==> src/rtl/inst_encoder_loader_if.sv <==
// Stream bus for inst_encoder_loader: decoded-field tuples in, instruction-memory writes out.
// Both sides use valid/ready: a transfer happens on a rising edge where valid (in_valid / mem_we) and ready (in_ready / mem_ready) are both 1.
interface inst_encoder_loader_if #(
    parameter int ADDR_W = 8
);
    logic              in_valid;
    logic              in_ready;
    logic [3:0]        in_op;
    logic [2:0]        in_rd;
    logic [2:0]        in_rs;
    logic [2:0]        in_rt;
    logic [2:0]        in_func;
    logic [2:0]        in_shamt;
    logic [5:0]        in_const;
    logic [5:0]        in_adds2;
    logic [8:0]        in_jaddr;
    logic              in_last;
    logic              mem_we;
    logic [ADDR_W-1:0] mem_addr;
    logic [15:0]       mem_wdata;
    logic              mem_ready;

    modport master (
        output in_valid, in_op, in_rd, in_rs, in_rt, in_func, in_shamt,
               in_const, in_adds2, in_jaddr, in_last, mem_ready,
        input  in_ready, mem_we, mem_addr, mem_wdata
    );

    modport slave (
        input  in_valid, in_op, in_rd, in_rs, in_rt, in_func, in_shamt,
               in_const, in_adds2, in_jaddr, in_last, mem_ready,
        output in_ready, mem_we, mem_addr, mem_wdata
    );
endinterface

==> src/rtl/inst_encoder_loader.sv <==
// Packs decoded instruction fields into 16-bit words, buffers them, and streams them into instruction memory.
// Optional macro FIELD_CHECK_EN rejects tuples whose discarded fields are nonzero and pulses err.
module inst_encoder_loader #(
    parameter int DEPTH     = 4,
    parameter int ADDR_W    = 8,
    parameter int BASE_ADDR = 0
) (
    input  logic                     clk,
    input  logic                     rst,
    inst_encoder_loader_if.slave     bus,
    output logic                     done,
    output logic                     err,
    output logic [$clog2(DEPTH):0]   fill
);
    localparam int                PTR_W   = $clog2(DEPTH);
    localparam int                FILL_W  = PTR_W + 1;
    localparam logic [FILL_W-1:0] DEPTH_F = FILL_W'(DEPTH);
    localparam logic [ADDR_W-1:0] BASE    = ADDR_W'(BASE_ADDR);

    // Each entry is {last, word}
    logic [16:0]       fifo_q [DEPTH];
    logic [16:0]       fifo_d [DEPTH];
    logic [PTR_W-1:0]  wr_ptr_q, wr_ptr_d;
    logic [PTR_W-1:0]  rd_ptr_q, rd_ptr_d;
    logic [FILL_W-1:0] fill_q, fill_d;
    logic [ADDR_W-1:0] addr_q, addr_d;
    logic              done_q, done_d;
    logic [15:0]       word;
    logic [16:0]       head;
    logic              accept, reject, push, pop, flush;

    always_comb begin
        word = {bus.in_op, 12'h000};
        case (bus.in_op)
            4'd0:             word[11:0] = {bus.in_rd, bus.in_rs, bus.in_rt, bus.in_func};
            4'd1, 4'd2:       word[11:0] = {bus.in_rd, bus.in_rs, 3'b000, bus.in_shamt};
            4'd3, 4'd4:       word[11:0] = {bus.in_rd, bus.in_rs, bus.in_rt, bus.in_shamt};
            4'd5, 4'd7, 4'd8: word[11:0] = {bus.in_rd, bus.in_rs, bus.in_const};
            4'd6:             word[11:0] = {bus.in_rd, 3'b000, bus.in_const};
            4'd9:             word[11:0] = {bus.in_jaddr, 3'b000};
            default:          word[11:0] = {bus.in_rd, bus.in_rs, bus.in_adds2};
        endcase
    end

    // Ready depends only on the registered count, so a same-cycle pop never opens a full FIFO
    assign bus.in_ready  = fill_q < DEPTH_F;
    assign accept        = bus.in_valid && bus.in_ready;
    assign push          = accept && !reject;
    assign head          = fifo_q[rd_ptr_q];
    assign bus.mem_we    = fill_q != '0;
    assign pop           = bus.mem_we && bus.mem_ready;
    assign bus.mem_addr  = addr_q;
    assign bus.mem_wdata = head[15:0];
    assign done          = done_q;
    assign fill          = fill_q;

`ifdef FIELD_CHECK_EN
    logic err_q, err_d, pend_q, pend_d;

    always_comb begin
        reject = 1'b0;
        case (bus.in_op)
            4'd1, 4'd2: reject = bus.in_rt != '0;
            4'd6:       reject = bus.in_rs != '0;
            4'd9:       reject = (bus.in_rd != '0) || (bus.in_rs != '0);
            4'd3, 4'd4: reject = 1'b0;
            default:    reject = bus.in_shamt != '0;
        endcase
    end

    // A rejected last tuple still ends the program, once everything before it is written
    assign flush = pend_q && (fill_q == '0) && !push;

    always_comb begin
        err_d  = accept && reject;
        pend_d = pend_q;
        if (accept && reject && bus.in_last) pend_d = 1'b1;
        else if (flush)                      pend_d = 1'b0;
    end

    always_ff @(posedge clk) begin
        if (rst) begin
            err_q  <= 1'b0;
            pend_q <= 1'b0;
        end else begin
            err_q  <= err_d;
            pend_q <= pend_d;
        end
    end

    assign err = err_q;
`else
    assign reject = 1'b0;
    assign flush  = 1'b0;
    assign err    = 1'b0;
`endif

    always_comb begin
        fifo_d   = fifo_q;
        wr_ptr_d = wr_ptr_q;
        rd_ptr_d = rd_ptr_q;
        fill_d   = fill_q;
        addr_d   = addr_q;
        done_d   = 1'b0;
        if (push) begin
            fifo_d[wr_ptr_q] = {bus.in_last, word};
            wr_ptr_d         = wr_ptr_q + PTR_W'(1);
        end
        if (pop) begin
            rd_ptr_d = rd_ptr_q + PTR_W'(1);
            addr_d   = head[16] ? BASE : addr_q + ADDR_W'(1);
            done_d   = head[16];
        end else if (flush) begin
            addr_d = BASE;
            done_d = 1'b1;
        end
        case ({push, pop})
            2'b10:   fill_d = fill_q + FILL_W'(1);
            2'b01:   fill_d = fill_q - FILL_W'(1);
            default: fill_d = fill_q;
        endcase
    end

    always_ff @(posedge clk) begin
        if (rst) begin
            fifo_q   <= '{default: '0};
            wr_ptr_q <= '0;
            rd_ptr_q <= '0;
            fill_q   <= '0;
            addr_q   <= BASE;
            done_q   <= 1'b0;
        end else begin
            fifo_q   <= fifo_d;
            wr_ptr_q <= wr_ptr_d;
            rd_ptr_q <= rd_ptr_d;
            fill_q   <= fill_d;
            addr_q   <= addr_d;
            done_q   <= done_d;
        end
    end
endmodule
==> src/flat_wrapper.sv <==
// flat-port wrapper written by rule: the top's interface ports become plain ports
module inst_encoder_loader_flat 
#(
    parameter int DEPTH     = 4,
    parameter int ADDR_W    = 8,
    parameter int BASE_ADDR = 0
)
  (clk, rst, done, err, fill, bus_in_valid, bus_in_op, bus_in_rd, bus_in_rs, bus_in_rt, bus_in_func, bus_in_shamt, bus_in_const, bus_in_adds2, bus_in_jaddr, bus_in_last, bus_mem_ready, bus_in_ready, bus_mem_we, bus_mem_addr, bus_mem_wdata);
  inst_encoder_loader_if #(.ADDR_W(ADDR_W)) bus_i ();
  input  logic clk;
  input  logic rst;
  output logic done;
  output logic err;
  output logic [$clog2(DEPTH):0] fill;
  input wire logic [$bits(bus_i.in_valid)-1:0] bus_in_valid;
  input wire logic [$bits(bus_i.in_op)-1:0] bus_in_op;
  input wire logic [$bits(bus_i.in_rd)-1:0] bus_in_rd;
  input wire logic [$bits(bus_i.in_rs)-1:0] bus_in_rs;
  input wire logic [$bits(bus_i.in_rt)-1:0] bus_in_rt;
  input wire logic [$bits(bus_i.in_func)-1:0] bus_in_func;
  input wire logic [$bits(bus_i.in_shamt)-1:0] bus_in_shamt;
  input wire logic [$bits(bus_i.in_const)-1:0] bus_in_const;
  input wire logic [$bits(bus_i.in_adds2)-1:0] bus_in_adds2;
  input wire logic [$bits(bus_i.in_jaddr)-1:0] bus_in_jaddr;
  input wire logic [$bits(bus_i.in_last)-1:0] bus_in_last;
  input wire logic [$bits(bus_i.mem_ready)-1:0] bus_mem_ready;
  output wire logic [$bits(bus_i.in_ready)-1:0] bus_in_ready;
  output wire logic [$bits(bus_i.mem_we)-1:0] bus_mem_we;
  output wire logic [$bits(bus_i.mem_addr)-1:0] bus_mem_addr;
  output wire logic [$bits(bus_i.mem_wdata)-1:0] bus_mem_wdata;
  assign bus_i.in_valid = bus_in_valid;
  assign bus_i.in_op = bus_in_op;
  assign bus_i.in_rd = bus_in_rd;
  assign bus_i.in_rs = bus_in_rs;
  assign bus_i.in_rt = bus_in_rt;
  assign bus_i.in_func = bus_in_func;
  assign bus_i.in_shamt = bus_in_shamt;
  assign bus_i.in_const = bus_in_const;
  assign bus_i.in_adds2 = bus_in_adds2;
  assign bus_i.in_jaddr = bus_in_jaddr;
  assign bus_i.in_last = bus_in_last;
  assign bus_i.mem_ready = bus_mem_ready;
  assign bus_in_ready = bus_i.in_ready;
  assign bus_mem_we = bus_i.mem_we;
  assign bus_mem_addr = bus_i.mem_addr;
  assign bus_mem_wdata = bus_i.mem_wdata;
  inst_encoder_loader #(.DEPTH(DEPTH), .ADDR_W(ADDR_W), .BASE_ADDR(BASE_ADDR)) u_core (.clk(clk), .rst(rst), .bus(bus_i), .done(done), .err(err), .fill(fill));
endmodule
==> config.mk <==
export PLATFORM = sky130hd
export DESIGN_NAME = inst_encoder_loader_flat
export DESIGN_NICKNAME = d
export VERILOG_FILES = /design/src/rtl/inst_encoder_loader_if.sv /design/src/rtl/inst_encoder_loader.sv /design/src/flat_wrapper.sv
export SDC_FILE = /design/constraint.sdc
export NUM_CORES = 1
export LEC_CHECK = 0
export ABC_CLOCK_PERIOD_IN_PS = 2000
export BUFFER_PORTS_ARGS = -buffer_cell sky130_fd_sc_hd__buf_2
export CORE_MARGIN = 5
export CORE_UTILIZATION = 35
export CTS_CLUSTER_DIAMETER = 150
export DETAILED_ROUTE_END_ITERATION = 10
export PLACE_DENSITY = 0.63
export SYNTH_ARGS = -nofsm -noshare
export SYNTH_HDL_FRONTEND = slang
export SYNTH_SLANG_ARGS = --single-unit
==> constraint.sdc <==
create_clock -name clk -period 2 [get_ports clk]
set_input_delay 0.2 -clock clk [delete_from_list [all_inputs] [get_ports clk]]
set_output_delay 0.2 -clock clk [all_outputs]
set_load 0.01 [all_outputs]
Word level (Yosys, flattened, before mapping)
Cells that the tools add are included.
- input port bits: 45
- bits in registers: 84
- word-level logic and storage cells: 51
- output and inout port bits: 31
- equal/unequal tests: 11
- multiplexer cells: 9
- $lt $le $gt $ge: 4
- bitwise operators: 3
- reductions and logical operators: 10
- add/sub/neg operators: 5
- operators by type and width (operator ; count):
    $pmux 12 s6 ; 1
    $bwmux 68 ; 1
    $mux 17 ; 3
    $bmux 17 s2 ; 1
    $demux 17 s2 ; 1
    $eq 4x3->1 const B ; 4
    $add 8x1->8 const B ; 1
    $eq 4x2->1 const B ; 2
    $eq 4x4->1 const B ; 2
    $mux 8 ; 1
    $ge 3x3->1 const B ; 2
    $not 2->3 ; 2
    $pmux 3 s2 ; 1
    $reduce_or 2->1 ; 3
    $add 2x1->2 const B ; 2
    $eq 4x1->1 const B ; 1
    $logic_not 4->1 ; 1
    $add 3x1->3 const B ; 1
    $logic_and 1x1->1 ; 3
    $lt 3x1->1 const B ; 1
    $lt 3x3->1 const B ; 1
    $reduce_bool 3->1 ; 1
    $reduce_or 3->1 ; 1
    $sub 3x1->3 const B ; 1
    4 further kinds ; 4

Longest topological paths before layout
- word-level depth: 6
- gate-level depth with buffers: 9
- mapped depth without buffers: 8

Worst setup path before layout
OpenSTA, ideal clock, no wires.
- path kind: register to register
- start: register u_core.fill_q[2] (netlist: u_core.fill[2])
- end: register u_core.fill_q[2] (netlist: u_core.fill[2])
- buffers on the path: 1
- clock period less this slack: 1981 ps
- cell stages (with the launch flop): 10
- required time: 1930 ps
- arrival time: 1911 ps
- setup time: 70 ps
- setup slack: 19 ps
- cells stage by stage: dfxtp_1 nor2b_1 clkbuf_1 inv_1 ha_1 inv_1 fa_1 xor2_1 or3_1 a21oi_1
- longest elaborated chain between the ends: 4
- elaborated cells between the ends (all ways): 10
- classes of those cells: 2 x add/sub; 1 x order compare; 2 x eq/ne; 1 x mux; 4 x reduce/logical
- ends and longest elaborated chain (item ; RTL line ; source):
    start, declared ; inst_encoder_loader.sv:25 ; logic [FILL_W-1:0] fill_q, fill_d;
    start signal, assigned ; inst_encoder_loader.sv:136 ; fill_q <= fill_d;
    $lt 3x3->1 or $reduce_bool 3->1 (tied branches) ; inst_encoder_loader.sv:46, inst_encoder_loader.sv:50 ;
    $logic_and 1x1->1 (on tied branches) ; inst_encoder_loader.sv:47, inst_encoder_loader.sv:51 ;
    $eq 2x1->1 or $eq 2x2->1 (tied branches) ; inst_encoder_loader.sv:117 ; case ({push, pop})
    $pmux 3 s2 or $reduce_bool 2->1 (tied branches) ; -- ;
Several ways; a longest one is shown, not always the timed one.
A chain may end at the register's enable or synchronous reset.

Final worst setup path
- start: register u_core.rd_ptr_q[1]
- end: output bus_mem_wdata[5]
- longest elaborated chain between the ends: 4
- ends and longest elaborated chain (item ; RTL line ; source):
    start, declared ; inst_encoder_loader.sv:24 ; logic [PTR_W-1:0] rd_ptr_q, rd_ptr_d;
    start signal, assigned ; inst_encoder_loader.sv:135 ; rd_ptr_q <= rd_ptr_d;
    $not 2->3 (not written as such) ; inst_encoder_loader.sv:49 ; assign head = fifo_q[rd_ptr_q];
    $bmux 17 s2 ; inst_encoder_loader.sv:49 ;
    $mux 17 (not written as such) (2 in series) ; inst_encoder_loader.sv:49 ;
    end, declared ; flat_wrapper.sv:30 ; output wire logic [$bits(bus_i.mem_wdata)-1:0] bus_mem_wdata;
No other way between the ends. The select of a mux whose other input is x is not followed.

==> impl_results.md <==
- FFs w/ async S/R, synth: 0%
- Remaining design rule violation count: 0
- Cell area after synthesis: 4390 um2
- Num CTS Buffers: 9
- CP endpoint kind: output port
- RSZ-0062 raised after global routing: false
- First-pass GRT wire length: 18.9 mm
- Gr usage total: 16.1%
- Post-synthesis cell count: 491
- VDD IR-drop max: 538 uV
- Post-synthesis sequential area ratio: 38.3%
- Grt ovf: 0
- Number of DRC markers in iteration 0: 187
- Worst Setup Start Kind: flop
- Die ar.: 14900 um2
- LEAKAGE: 0.00195 uW
- Post-CTS Setup Bufs: 0
- Final setup viols: 0
- Hold_buf cts: 0
- Final Skew: 0.00611 ns
- Met1 GRT Util: 20.7%
- Max Freq: 524 MHz
- Core region area: 12500 um2
- Layout area overhead: 18.2%
- Cell variety after synth: 44
- CP required: 1.80 ns
- CTS tree: yes
- Clk_lat worst skew: 0.34 ns
- Max_cap viols: 0
- GRT met3 Usage: 3.90%
- Routed len/inst: 16.6 um
- Met2 usage: 27.1%
- Routed WL: 11.9 mm
- Synthesis Warnings: 0
- Drt via density: 5.33
- Final-report max-slew violation count: 0
- Root buf cell: clkbuf_16
- Worst hold-check path type: in -> reg
- Vias post-DR: 3824
- Pwr dens: 1020 nW/um2
- Worst Path Max Fanout: 13
- Final ANT Viol Nets: 0
- Fin crit share: 95.4%
- Largest net degree at the start of global routing: 59
- Relative slew margins: 46.4%
- Critical Path, Cell by Cell: buf_6 > mux4_2 > buf_2
- Die span in y: 122 um
- Run status: finished clean
- Final Hold Viols: 0
- Htree depth: 3
- Mapped Avg Cell Area: 8.94 um2
- Clk buf depth: 2
- # rows: 41
- Worst-path clk slew: 0.06 ns
- Total chip power: 5280 uW
- Worst Path Class, Setup: reg -> out
- Slowest CP cell: mux4_2
- Main synth FF type: dfxtp_1
- Max incr delay on CP: 0.56 ns
- Starting Density: 35.2%
- Horiz. Die Dim: 122 um
- Final setup TNS: 0 ns
- Clock tree sinks: 84
- Vias in the first global route: 3684
- Post-synth EDFFs: 0
- Port Buffer Count: 74
- Layer with the highest usage: met2
- Worst EP arrival: 1.71 ns
- Yosys reg bits: 84
- DRT Pass-1 Iters: 4
- Routability congestion estimate: 0.805
- Initial antenna violation count: 0
- Post-synth net total: 543
- Min Clock Period, post-route: 1.91 ns
- Worst-Margin Slew: 0.804 ns
- # IOs: 76
- Final net count: 594
- HPWL Detailed: 8.55 mm
- Reg2reg setup slack: 0.14 ns
- Diodes inserted: 0
- Share of cells above drive strength 1: 25.1%
## critical path, delay by kind of cell (launching register included)
family                 cells  cell delay, ns
DFF                        1            0.39
muxes                      1            0.56
buffers and inverters      2            0.42
## report_power, final
group | leakage [uW] | total [uW] | switching, uW | internal, uW
registers | 0.000682 | 2000 | 136 | 1870
clock network | 0.000141 | 1600 | 665 | 936
logic | 0.00113 | 1680 | 935 | 744
## through the flow
step	hold WS, ns	worst slack (ns)	std cells	cell area, um2	util [%]
2_1_floorplan	0.336	0.0190	491	4390	-
3_3_place_gp	0.439	0.231	703	4890	39.2
3_5_place_dp	0.449	0.140	703	4890	39.2
4_1_cts	0.128	0.00594	718	5180	41.6
5_1_grt	0.149	0.0163	718	5190	41.6
6_report	0.135	0.0919	718	5190	41.6
## logic make-up after synthesis
family	share of synthesized area (%)
adders and majority gates	2.17
xor gates and xnor gates	0.998
and+or+nand+nor	23.2
muxes	10.8
DFF	38.3
other	0.0855
buffers and inverters	7.64
AOI/OAI and AO/OA	16.8
## routing by layer
| metal | up-vias | share of wire (%) |
|---|---|---|
| li1 | 1864 | - |
| met4 | 0 | 1.3 |
| met2 | 104 | 49 |
| met5 | - | 0 |
| met1 | 1841 | 43 |
| met3 | 15 | 6.2 |
## final cells by class
type | count | area (um2)
clock buffer | 12 | 267
timing repair buffer | 100 | 598
inverter | 8 | 30.0
multi-input combinational | 339 | 2370
sequential | 84 | 1680
tap | 172 | 215
clock inverter | 3 | 21.3
fill | 1253 | 7280
## cells in the mapped netlist, types with 2 or more instances
master    number  share of area [%]
or3_1         17                2.4
buf_2          7               0.80
nand3b_1      39                6.7
ha_1           6                1.7
dfxtp_1       84                 38
nand2_1       50                4.3
nor3_1         2               0.23
nand3_1       11                1.3
a211oi_1      15                2.6
and3b_1        4               0.80
and4b_1        3               0.68
nor2b_1        9                1.3
xnor2_1        2               0.40
o221ai_1       3               0.60
mux4_2        17                8.7
nor2_1        26                2.2
a221o_1        3               0.68
o311ai_1      12                2.4
buf_4         17                2.9
clkbuf_1      32                2.7
a21o_1         3               0.51
a31oi_1        5               0.71
inv_1          7               0.60
buf_1          3               0.26
o21ai_0       31                3.5
nand2b_1       4               0.57
xor2_1         3               0.60
or3b_1         3               0.60
a21oi_1       35                4.0
nand4b_1       4               0.80
mux2i_1        9                2.1
o21ai_1       13                1.5
## worst paths after layout
kind                      start                end  depth (start not counted)
max          u_core.rd_ptr_q[1]   bus_mem_wdata[5]                          3
min                 bus_in_last  u_core.fifo_q[67]                          3
max reg2reg      u_core.fill[1]     u_core.fill[2]                          8
min reg2reg   u_core.fifo_q[67]  u_core.fifo_q[67]                          2
## placed cells by master, fill, tap and decap left out, drive strengths merged, types with 15 or more instances in the layout
cell	count
nand3b	39
nand2	50
buf	100
or3	17
dfxtp	84
mux4	17
a211oi	15
o21ai	44
a21oi	35
nor2	26
## repair_timing
item,4_1_cts,5_1_grt
hold endpoints to repair,0,0
pin swaps,0,0
resized for setup,1,3
endpoints found under the setup margin,1,3
## state kept, by name, indices dropped and copies added, names as in the netlist
name,cells
u_core.wr_ptr_q,2
u_core.fifo_q,68
u_core.fill,3
u_core.bus.mem_addr,8
u_core.done,1
u_core.rd_ptr_q,2
Note: power is estimated with default switching activity, not from simulation.
